===== src/rtl/bridge_top.sv =====
// bridge_top: AHB-lite slave to APB master bridge.
//
// Ports:
//   Hclk       - clock; all state changes on its rising edge
//   Hresetn    - synchronous reset, active-HIGH despite the name
//   Hwrite     - AHB direction (1 = write)
//   Hreadyin   - AHB bus ready
//   Haddr      - AHB address (32 bits)
//   Hwdata     - AHB write data (32 bits)
//   Htrans     - AHB transfer type (00 IDLE, 01 BUSY, 10 NONSEQ, 11 SEQ)
//   Prdata     - APB read data (32 bits)
//   Hreadyout  - bridge ready, 0 inserts a wait state
//   Hresp      - AHB response (00 OKAY, 01 ERROR)
//   Hrdata     - AHB read data, combinational copy of Prdata
//   Penable, Pwrite, Pselx (one-hot, 3 bits), Paddr, Pwdata - registered APB master outputs
//
// Build option:
//   BRIDGE_ERR_RESP_EN - when defined, an active transfer to an address outside the bridge
//                        window gets a two-cycle ERROR response; otherwise it is ignored.

module bridge_top (
   input  logic        Hclk,
   input  logic        Hresetn,
   input  logic        Hwrite,
   input  logic        Hreadyin,
   input  logic [31:0] Haddr,
   input  logic [31:0] Hwdata,
   input  logic [1:0]  Htrans,
   input  logic [31:0] Prdata,
   output logic        Hreadyout,
   output logic [1:0]  Hresp,
   output logic [31:0] Hrdata,
   output logic        Penable,
   output logic        Pwrite,
   output logic [2:0]  Pselx,
   output logic [31:0] Paddr,
   output logic [31:0] Pwdata
);

   localparam logic [2:0] StIdle    = 3'd0;
   localparam logic [2:0] StRead    = 3'd1;
   localparam logic [2:0] StRenable = 3'd2;
   localparam logic [2:0] StWwait   = 3'd3;
   localparam logic [2:0] StWrite   = 3'd4;
   localparam logic [2:0] StWenable = 3'd5;
`ifdef BRIDGE_ERR_RESP_EN
   localparam logic [2:0] StErr1    = 3'd6;
   localparam logic [2:0] StErr2    = 3'd7;
`endif

   logic [2:0]  state_q, state_d;
   logic [31:0] addr_q, addr_d;      // write address held across the data phase
   logic [2:0]  sel_q, sel_d;        // decoded select for the pending write
   logic        penable_q, penable_d;
   logic        pwrite_q, pwrite_d;
   logic [2:0]  pselx_q, pselx_d;
   logic [31:0] paddr_q, paddr_d;
   logic [31:0] pwdata_q, pwdata_d;

   logic        active;     // NONSEQ/SEQ with bus ready
   logic        in_range;
   logic        valid;
   logic [2:0]  decoded;

   assign active   = Hreadyin && Htrans[1];
   assign in_range = (Haddr >= 32'h8000_0000) && (Haddr <= 32'h8BFF_FFFF);
   assign valid    = active && in_range;

   // Each slave owns a 64 MB slice selected by Haddr[27:26].
   always_comb begin
      decoded = 3'b000;
      unique case (Haddr[27:26])
         2'b00:   decoded = 3'b001;
         2'b01:   decoded = 3'b010;
         2'b10:   decoded = 3'b100;
         default: decoded = 3'b000;
      endcase
   end

   always_comb begin
      state_d   = state_q;
      addr_d    = addr_q;
      sel_d     = sel_q;
      penable_d = 1'b0;
      pwrite_d  = pwrite_q;
      pselx_d   = pselx_q;
      paddr_d   = paddr_q;
      pwdata_d  = pwdata_q;
      case (state_q)
         StRead: begin
            state_d   = StRenable;
            penable_d = 1'b1;
         end
         StWwait: begin
            // Hwdata is valid in this AHB data-phase cycle
            state_d  = StWrite;
            paddr_d  = addr_q;
            pselx_d  = sel_q;
            pwrite_d = 1'b1;
            pwdata_d = Hwdata;
         end
         StWrite: begin
            state_d   = StWenable;
            penable_d = 1'b1;
         end
`ifdef BRIDGE_ERR_RESP_EN
         StErr1: begin
            state_d = StErr2;
         end
`endif
         default: begin
            // Ready states (IDLE, RENABLE, WENABLE, ERR2) sample a new transfer
            state_d = StIdle;
            pselx_d = 3'b000;
            if (valid) begin
               addr_d = Haddr;
               sel_d  = decoded;
               if (Hwrite) begin
                  state_d = StWwait;
               end else begin
                  // Reads go straight to the APB setup phase
                  state_d  = StRead;
                  paddr_d  = Haddr;
                  pselx_d  = decoded;
                  pwrite_d = 1'b0;
               end
            end
`ifdef BRIDGE_ERR_RESP_EN
            else if (active) begin
               state_d = StErr1;
            end
`endif
         end
      endcase
   end

   always_ff @(posedge Hclk) begin
      if (Hresetn) begin
         state_q   <= StIdle;
         addr_q    <= 32'h0;
         sel_q     <= 3'b000;
         penable_q <= 1'b0;
         pwrite_q  <= 1'b0;
         pselx_q   <= 3'b000;
         paddr_q   <= 32'h0;
         pwdata_q  <= 32'h0;
      end else begin
         state_q   <= state_d;
         addr_q    <= addr_d;
         sel_q     <= sel_d;
         penable_q <= penable_d;
         pwrite_q  <= pwrite_d;
         pselx_q   <= pselx_d;
         paddr_q   <= paddr_d;
         pwdata_q  <= pwdata_d;
      end
   end

`ifdef BRIDGE_ERR_RESP_EN
   assign Hreadyout = !((state_q == StRead) || (state_q == StWwait) ||
                        (state_q == StWrite) || (state_q == StErr1));
   assign Hresp     = ((state_q == StErr1) || (state_q == StErr2)) ? 2'b01 : 2'b00;
`else
   assign Hreadyout = !((state_q == StRead) || (state_q == StWwait) || (state_q == StWrite));
   assign Hresp     = 2'b00;
`endif

   assign Hrdata  = Prdata;
   assign Penable = penable_q;
   assign Pwrite  = pwrite_q;
   assign Pselx   = pselx_q;
   assign Paddr   = paddr_q;
   assign Pwdata  = pwdata_q;

endmodule


===== config.mk =====
export PLATFORM = sky130hd
export DESIGN_NAME = bridge_top
export DESIGN_NICKNAME = d
export VERILOG_FILES = /design/src/rtl/bridge_top.sv
export SDC_FILE = /design/constraint.sdc
export NUM_CORES = 1
export LEC_CHECK = 0
export CORE_MARGIN = 8
export CORE_UTILIZATION = 45
export DETAILED_ROUTE_END_ITERATION = 8
export GPL_TIMING_DRIVEN = 0
export PLACE_DENSITY = 0.85
export SYNTH_ARGS = -nofsm -noshare
export SYNTH_HDL_FRONTEND = slang
export SYNTH_SLANG_ARGS = --single-unit

===== constraint.sdc =====
create_clock -name Hclk -period 4.05 [get_ports Hclk]
set_input_delay 0.81 -clock Hclk [delete_from_list [all_inputs] [get_ports Hclk]]
set_output_delay 0.81 -clock Hclk [all_outputs]
set_load 0.03 [all_outputs]

==> results of run 1 <==
==> metrics by stage <==
stage	worst slack [ns]	power [mW]	utilization [%]	std cells	area (um^2)
4_1_cts	0.953	2.00	66.0	837	6690
3_3_place_gp	1.31	1.33	64.0	821	6480
2_1_floorplan	2.09	1.20	-	516	4620
3_5_place_dp	1.27	1.33	64.0	821	6480
6_report	0.947	1.99	66.0	837	6690
5_1_grt	0.856	2.06	66.0	837	6690
==> cell usage after synthesis, types with 2 or more instances <==
cell,number
a21oi_1,92
nand2_1,76
nor2_1,7
o21ai_0,31
clkbuf_1,18
inv_1,4
buf_6,4
and3_1,4
nor2b_1,4
a311oi_1,3
a211oi_2,29
a211oi_1,2
dfxtp_1,107
and2_1,2
nand3_1,28
nand4_1,5
buf_4,36
mux2i_1,31
buf_2,21
==> worst min-delay path by stage <==
stage | slack, ns | depth (start not counted) | end | startpoint
final | 0.46 | 2 | Pwdata[2] | Pwdata[2]
after global routing | 0.48 | 2 | Pwdata[6] | Pwdata[6]
after CTS | 0.46 | 2 | Pwdata[2] | Pwdata[2]
after detailed placement | 0.45 | 2 | Pwdata[3] | Pwdata[3]
after global placement | 0.44 | 2 | Pwdata[14] | Pwdata[14]
after floorplan | 0.44 | 2 | addr_q[26] | addr_q[26]
==> per-layer routing <==
layer  GRT usage [%]  part of all wire, %  wire [um]
met1            23.3                   42       6030
met2            35.8                   50       7230
met3            5.85                  7.5       1090
met5               0                    0          0
met4            4.54                 0.61         88
==> worst reg2reg max path: stages, from the launching register on <==
cell      delay, ns
dfxtp_1        0.32
nor2b_2        0.18
nand2_1        0.21
buf_1          0.44
mux2i_1        0.32
a211oi_2       0.09
==> flip-flops by register name, summed over array words and instances (netlist names) <==
signal and cells:
addr_q 32, Pselx 3, Penable 1, sel_q 3
state_q 3, Pwrite 1, Pwdata 32, Paddr 32
==> logic make-up (layout without fill, tap and decap cells) <==
group	count (synthesis)	after routing
AOI/OAI and AO/OA	164	164
buffers and inverters	84	269
DFF	107	107
muxes	31	31
other	1	2
and+or+nand+nor	128	128
==> power breakdown <==
| part | leakage (nW) | internal [mW] | switching [mW] |
|---|---|---|---|
| sequential | 0.862 | 1.06 | 0.00311 |
| clock | 0.107 | 0.309 | 0.373 |
| combinational | 1.58 | 0.130 | 0.118 |
| total | 2.55 | 1.50 | 0.494 |
==> layout make-up <==
class | count | area (um^2) | share of cell area, %
Tap cell | 136 | 170 | 2.54
Buffer | 80 | 492 | 7.35
Clock inverter | 6 | 70.1 | 1.05
Timing Repair Buffer | 169 | 1690 | 25.3
Sequential cell | 107 | 2140 | 32.0
Inverter | 4 | 15.0 | 0.224
Clock buffer | 10 | 138 | 2.06
Multi-Input combinational cell | 325 | 1970 | 29.5
==> flow_metrics.env, run 1 <==
export IMPL_status="finished clean"
export IMPL_num_rows=37
export IMPL_startpoint_type="flop"
export IMPL_die_area_mm2=0.0138
export IMPL_synth_compound_area_share_pct=23.3
export IMPL_synthFlopType="dfxtp_1"
export IMPL_place_hpwl_um=11300
export IMPL_netlist_top_cells_area="dfxtp_1 46%, a21oi_1 10%, a211oi_2 7.9%, mux2i_1 6.7%, nand2_1 6.2%"
export IMPL_max_cap_viol_count=0
export IMPL_worstRegToRegCells=5
export IMPL_final_common_cell="clkdlybuf4s50_1"
export IMPL_slew_headroom_pct=51.1
export IMPL_yosys_area_share_simple_pct=12.5
export IMPL_ctsHoldBuffers=0
export IMPL_clk_pin_slew_ns=0.09
export IMPL_path_buf_inv=4
export IMPL_grt_pass1_wl_um=23000
export IMPL_crit_cells=6
export IMPL_die_w_um=117
export IMPL_clk_latency_ns=0.38
export IMPL_synth_area_per_cell_um2=8.97
export IMPL_num_vias=4365
export IMPL_ir_worst_vdd_mv=0.226
export IMPL_routedWlPerCell_um=17.2
export IMPL_hp_class="reg2reg"
export IMPL_timing_rr_start="state_q[0]"
export IMPL_cts_resized=0
export IMPL_ys_seq_elements=107
export IMPL_cts_setup_buffers=0
export IMPL_grt_max_degree=19
export IMPL_first_global_vias=4421
export IMPL_port_buffers=169
export IMPL_critPathSlowestCell="clkdlybuf4s50_1"
export IMPL_powerDensity_mw_per_mm2=297
export IMPL_fin_crit_ns=3.10
export IMPL_ys_seq_area_share_pct=46.4
export IMPL_synthMuxAreaShare_pct=6.72
export IMPL_tns_ns=0
export IMPL_crit_family="buffers and inverters"
export IMPL_overflow=0
export IMPL_antenna_found_initial=0
export IMPL_mostFrequentLayoutCells="169 x clkdlybuf4s50_1, 107 x dfxtp_1, 92 x a21oi_1"
export IMPL_cts_sinks=107
export IMPL_grt_setup_unrepaired="no"
export IMPL_setup_viol=0
export IMPL_io_pins=206
export IMPL_yosysUniqueCellTypes=30
export IMPL_drcViolationCount=0
export IMPL_final_hold_viol_count=0
export IMPL_grt_usage_pct=20.1
export IMPL_crit_chain="nor2b_2 -> a21o_1 -> buf_2 -> inv_1 -> buf_2 -> clkdlybuf4s50_1"
export IMPL_yosys_warnings=0
export IMPL_area_growth_pct=44.9
export IMPL_whs_ns=0.458
export IMPL_die_y_um=117
export IMPL_antennaDiodeCount=0
export IMPL_slew_violations=0
export IMPL_async_reset_ff_share_pct=0
export IMPL_syn_instance_count=515
export IMPL_critPathLaunch="state_q[0]"
export IMPL_p_leak_nw=2.55
export IMPL_crit_arrival_ns=2.29
export IMPL_place_congestion=0.867
export IMPL_min_period_over_period_pct=76.6
export IMPL_synth_adder_area_share_pct=0
export IMPL_drive_gt1_share_pct=15.5
export IMPL_clock_path_buffers=2
export IMPL_cts_max_level=3
export IMPL_required_ns=3.24
export IMPL_viasPerCell=5.22
export IMPL_worst_path_max_fanout=10
export IMPL_r2r_slack_ns=2.35
export IMPL_tightest_slew_ns=0.733
export IMPL_synth_top_area_share_pct=46.4
export IMPL_yosys_area_share_xor_xnor_pct=0
export IMPL_reg2reg_to="Paddr[26]"
export IMPL_drt_iter0_markers=243
export IMPL_design_core_area_mm2=0.0101
export IMPL_final_nets=798
export IMPL_synth_edff_count=0
export IMPL_cts_buffers=9
export IMPL_end_kind="primary output"
export IMPL_dr_pass1_iters=5
export IMPL_root_buffer="clkbuf_8"
export IMPL_fin_worst_skew_ns=0.0159
export IMPL_max_freq_mhz=322
export IMPL_critPathMaxStageDelay_ns=0.71
export IMPL_yosysTopAreaCell="dfxtp_1"
export IMPL_path_common_cell="buf_2"
export IMPL_fillers=810
export IMPL_cts_tree="done"
export IMPL_routed_wl_um=14400
export IMPL_cp_endpoint="Hreadyout"
export IMPL_start_util_pct=45.6
export IMPL_synth_top_family_by_area="compound AO/OA/AOI/OAI gates"
export IMPL_crit_type="reg2out"
export IMPL_ant_nets=0
export IMPL_synth_area_mm2=0.00462
Note: power is estimated with default switching activity, not from simulation.
==> run 2: changes to the inputs <==
--- a/config.mk
+++ b/config.mk
@@ -6,10 +6,10 @@
 export NUM_CORES = 1
 export LEC_CHECK = 0
 export CORE_MARGIN = 8
-export CORE_UTILIZATION = 45
+export CORE_UTILIZATION = 38
 export DETAILED_ROUTE_END_ITERATION = 8
 export GPL_TIMING_DRIVEN = 0
-export PLACE_DENSITY = 0.85
+export PLACE_DENSITY = 0.77
 export SYNTH_ARGS = -nofsm -noshare
 export SYNTH_HDL_FRONTEND = slang
 export SYNTH_SLANG_ARGS = --single-unit
==> constraint.sdc (replaced) <==
create_clock -name Hclk -period 2.5 [get_ports Hclk]
set_input_delay 0.5 -clock Hclk [delete_from_list [all_inputs] [get_ports Hclk]]
set_output_delay 0.5 -clock Hclk [all_outputs]
set_load 0.03 [all_outputs]
==> flow_metrics.env, run 2 (synthesis gave the netlist of run 1 again) <==
export IMPL_combPwrFrac_pct=11.5
export IMPL_grt_max_degree=18
export IMPL_die_y_um=126
export IMPL_instances_no_fill=848
export IMPL_seqPwrFrac_pct=49.5
export IMPL_tns_ns=0
export IMPL_routedWlPerCell_um=16.9
export IMPL_p_int_mw=2.64
export IMPL_final_hold_viol_count=0
export IMPL_maxUsedRoutingLayer="met4"
export IMPL_cts_setup_buffers=0
export IMPL_crit_arrival_ns=1.80
export IMPL_cts_sinks=107
export IMPL_max_cap_viol_count=0
export IMPL_setup_viol=0
export IMPL_postPlaceCellArea_mm2=0.00650
export IMPL_drt_iter0_markers=284
export IMPL_port_buffers=169
export IMPL_tightest_slew_ns=0.736
export IMPL_drcViolationCount=0
export IMPL_drive_gt1_share_pct=15.4
export IMPL_antennaDiodeCount=0
export IMPL_met2WireLength_um=7070
export IMPL_setup_ws_ns=0.201
export IMPL_final_nets=798
export IMPL_timing_rr_start="state_q[0]"
export IMPL_fin_worst_skew_ns=0.0121
export IMPL_hp_class="reg2reg"
export IMPL_hp_start="Pwdata[5]"
export IMPL_cts_buffers=9
export IMPL_fin_crit_ns=2.30
export IMPL_grt_setup_unrepaired="no"
export IMPL_max_freq_mhz=435
export IMPL_viasPerCell=5.09
export IMPL_ant_nets=0
export IMPL_slew_violations=0
export IMPL_ctsHoldBuffers=0
export IMPL_switchingPower_uw=836
export IMPL_die_w_um=126
export IMPL_hold_path_endpoint="Pwdata[5]"
export IMPL_wl_met3_um=1180
export IMPL_clk_pin_slew_ns=0.07
export IMPL_worst_path_max_fanout=10
export IMPL_start_util_pct=38.6
export IMPL_startpoint_type="flop"
export IMPL_grt_pass1_wl_um=22600
export IMPL_io_pins=206
export IMPL_area_growth_pct=46.6
export IMPL_crit_type="reg2out"
export IMPL_die_area_mm2=0.0159
export IMPL_dp_cells=832
export IMPL_root_buffer="clkbuf_16"
export IMPL_routed_wl_um=14300
export IMPL_powerDensity_mw_per_mm2=513
export IMPL_clk_latency_ns=0.34
export IMPL_pwr_share_clk_pct=39.1
export IMPL_stdcell_area_mm2=0.00677
export IMPL_worstRegToRegCells=5
export IMPL_cts_max_level=3
export IMPL_grt_usage_pct=17.2
export IMPL_place_hpwl_um=11100
export IMPL_cts_tree="done"
export IMPL_fillers=1101
export IMPL_end_kind="primary output"
export IMPL_place_congestion=0.813
export IMPL_met1Wirelength_um=5970
export IMPL_p_leak_nw=2.58
export IMPL_final_common_cell="clkdlybuf4s50_1"
export IMPL_design_core_area_mm2=0.0120
export IMPL_holdPathStages=2
export IMPL_whs_ns=0.457
export IMPL_reg2reg_to="Paddr[26]"
export IMPL_place_ws_ns=0.0306
export IMPL_num_rows=40
export IMPL_clock_path_buffers=2
export IMPL_mostFrequentLayoutCells="168 x clkdlybuf4s50_1, 107 x dfxtp_1, 92 x a21oi_1"
export IMPL_dr_pass1_iters=7
export IMPL_antenna_found_initial=0
export IMPL_min_period_over_period_pct=91.9
export IMPL_num_vias=4317
export IMPL_overflow=0
export IMPL_required_ns=2.00
export IMPL_p_sw_share_pct=24.1
export IMPL_r2r_slack_ns=0.71
export IMPL_status="finished clean"
export IMPL_slew_headroom_pct=51.0
export IMPL_first_global_vias=4465
export IMPL_ir_worst_vdd_mv=0.265
==> run 2: cell count changes in the layout (fill, tap and decap cells not counted), sizes merged <==
cell / change
bufinv: -1
clkinv: -2
clkbuf: +3
inv: +1
clkdlybuf4s50: -1
==> run 2: cell type report <==
cell class                 count  area (um^2)  share of cell area, %
buffer                        80          492                   7.26
clock buffer                  12          246                   3.64
clock inverter                 4         31.3                  0.462
inverter                       4         15.0                  0.222
multi-input combinational    325         1970                   29.2
sequential                   107         2140                   31.6
tap                          147          184                   2.72
timing repair buffer         169         1690                   24.9
==> run 2: worst max path at each step <==
| stage | from | end |
|---|---|---|
| after CTS | state_q[2] | Hreadyout |
| after global routing | state_q[2] | Hreadyout |
| after floorplan | Haddr[28] | Paddr[0] |
| after detailed placement | Haddr[28] | addr_q[20] |
| final | state_q[2] | Hreadyout |
| after global placement | Haddr[28] | addr_q[16] |
==> run 2: per-layer routing <==
| layer | global-route usage, % | up-vias |
|---|---|---|
| met5 | 0 | - |
| met2 | 30.4 | 180 |
| met3 | 6.12 | 9 |
| li1 | - | 2119 |
| met1 | 19.5 | 2009 |
| met4 | 3.96 | 0 |
==> run 2: power groups by stage <==
stage	sequential (mW)	combinational (mW)	clock, mW
floorplan	1.77	0.181	0
global placement	1.76	0.397	0
detailed placement	1.76	0.400	0
CTS	1.72	0.402	1.39
global route	1.72	0.422	1.46
finish	1.72	0.399	1.36
==> run 2: metrics by stage <==
stage	util [%]	power (mW)
4_1_cts	56.6	3.51
3_5_place_dp	54.3	2.16
3_3_place_gp	54.3	2.15
2_1_floorplan	-	1.95
6_report	56.6	3.47
5_1_grt	56.6	3.60
==> run 2: worst max-delay path, cell delays in order (launching register included) <==
cell	delay [ns]
dfxtp_1	0.35
nor2b_1	0.23
a21o_1	0.16
buf_2	0.21
inv_1	0.10
buf_2	0.20
clkbuf_2	0.21
==> run 2: repair_timing <==
action	in CTS	in global routing
endpoints found under the setup margin	1	1
hold endpoints to repair	0	0
gates resized for setup	1	2
gates cloned	0	0
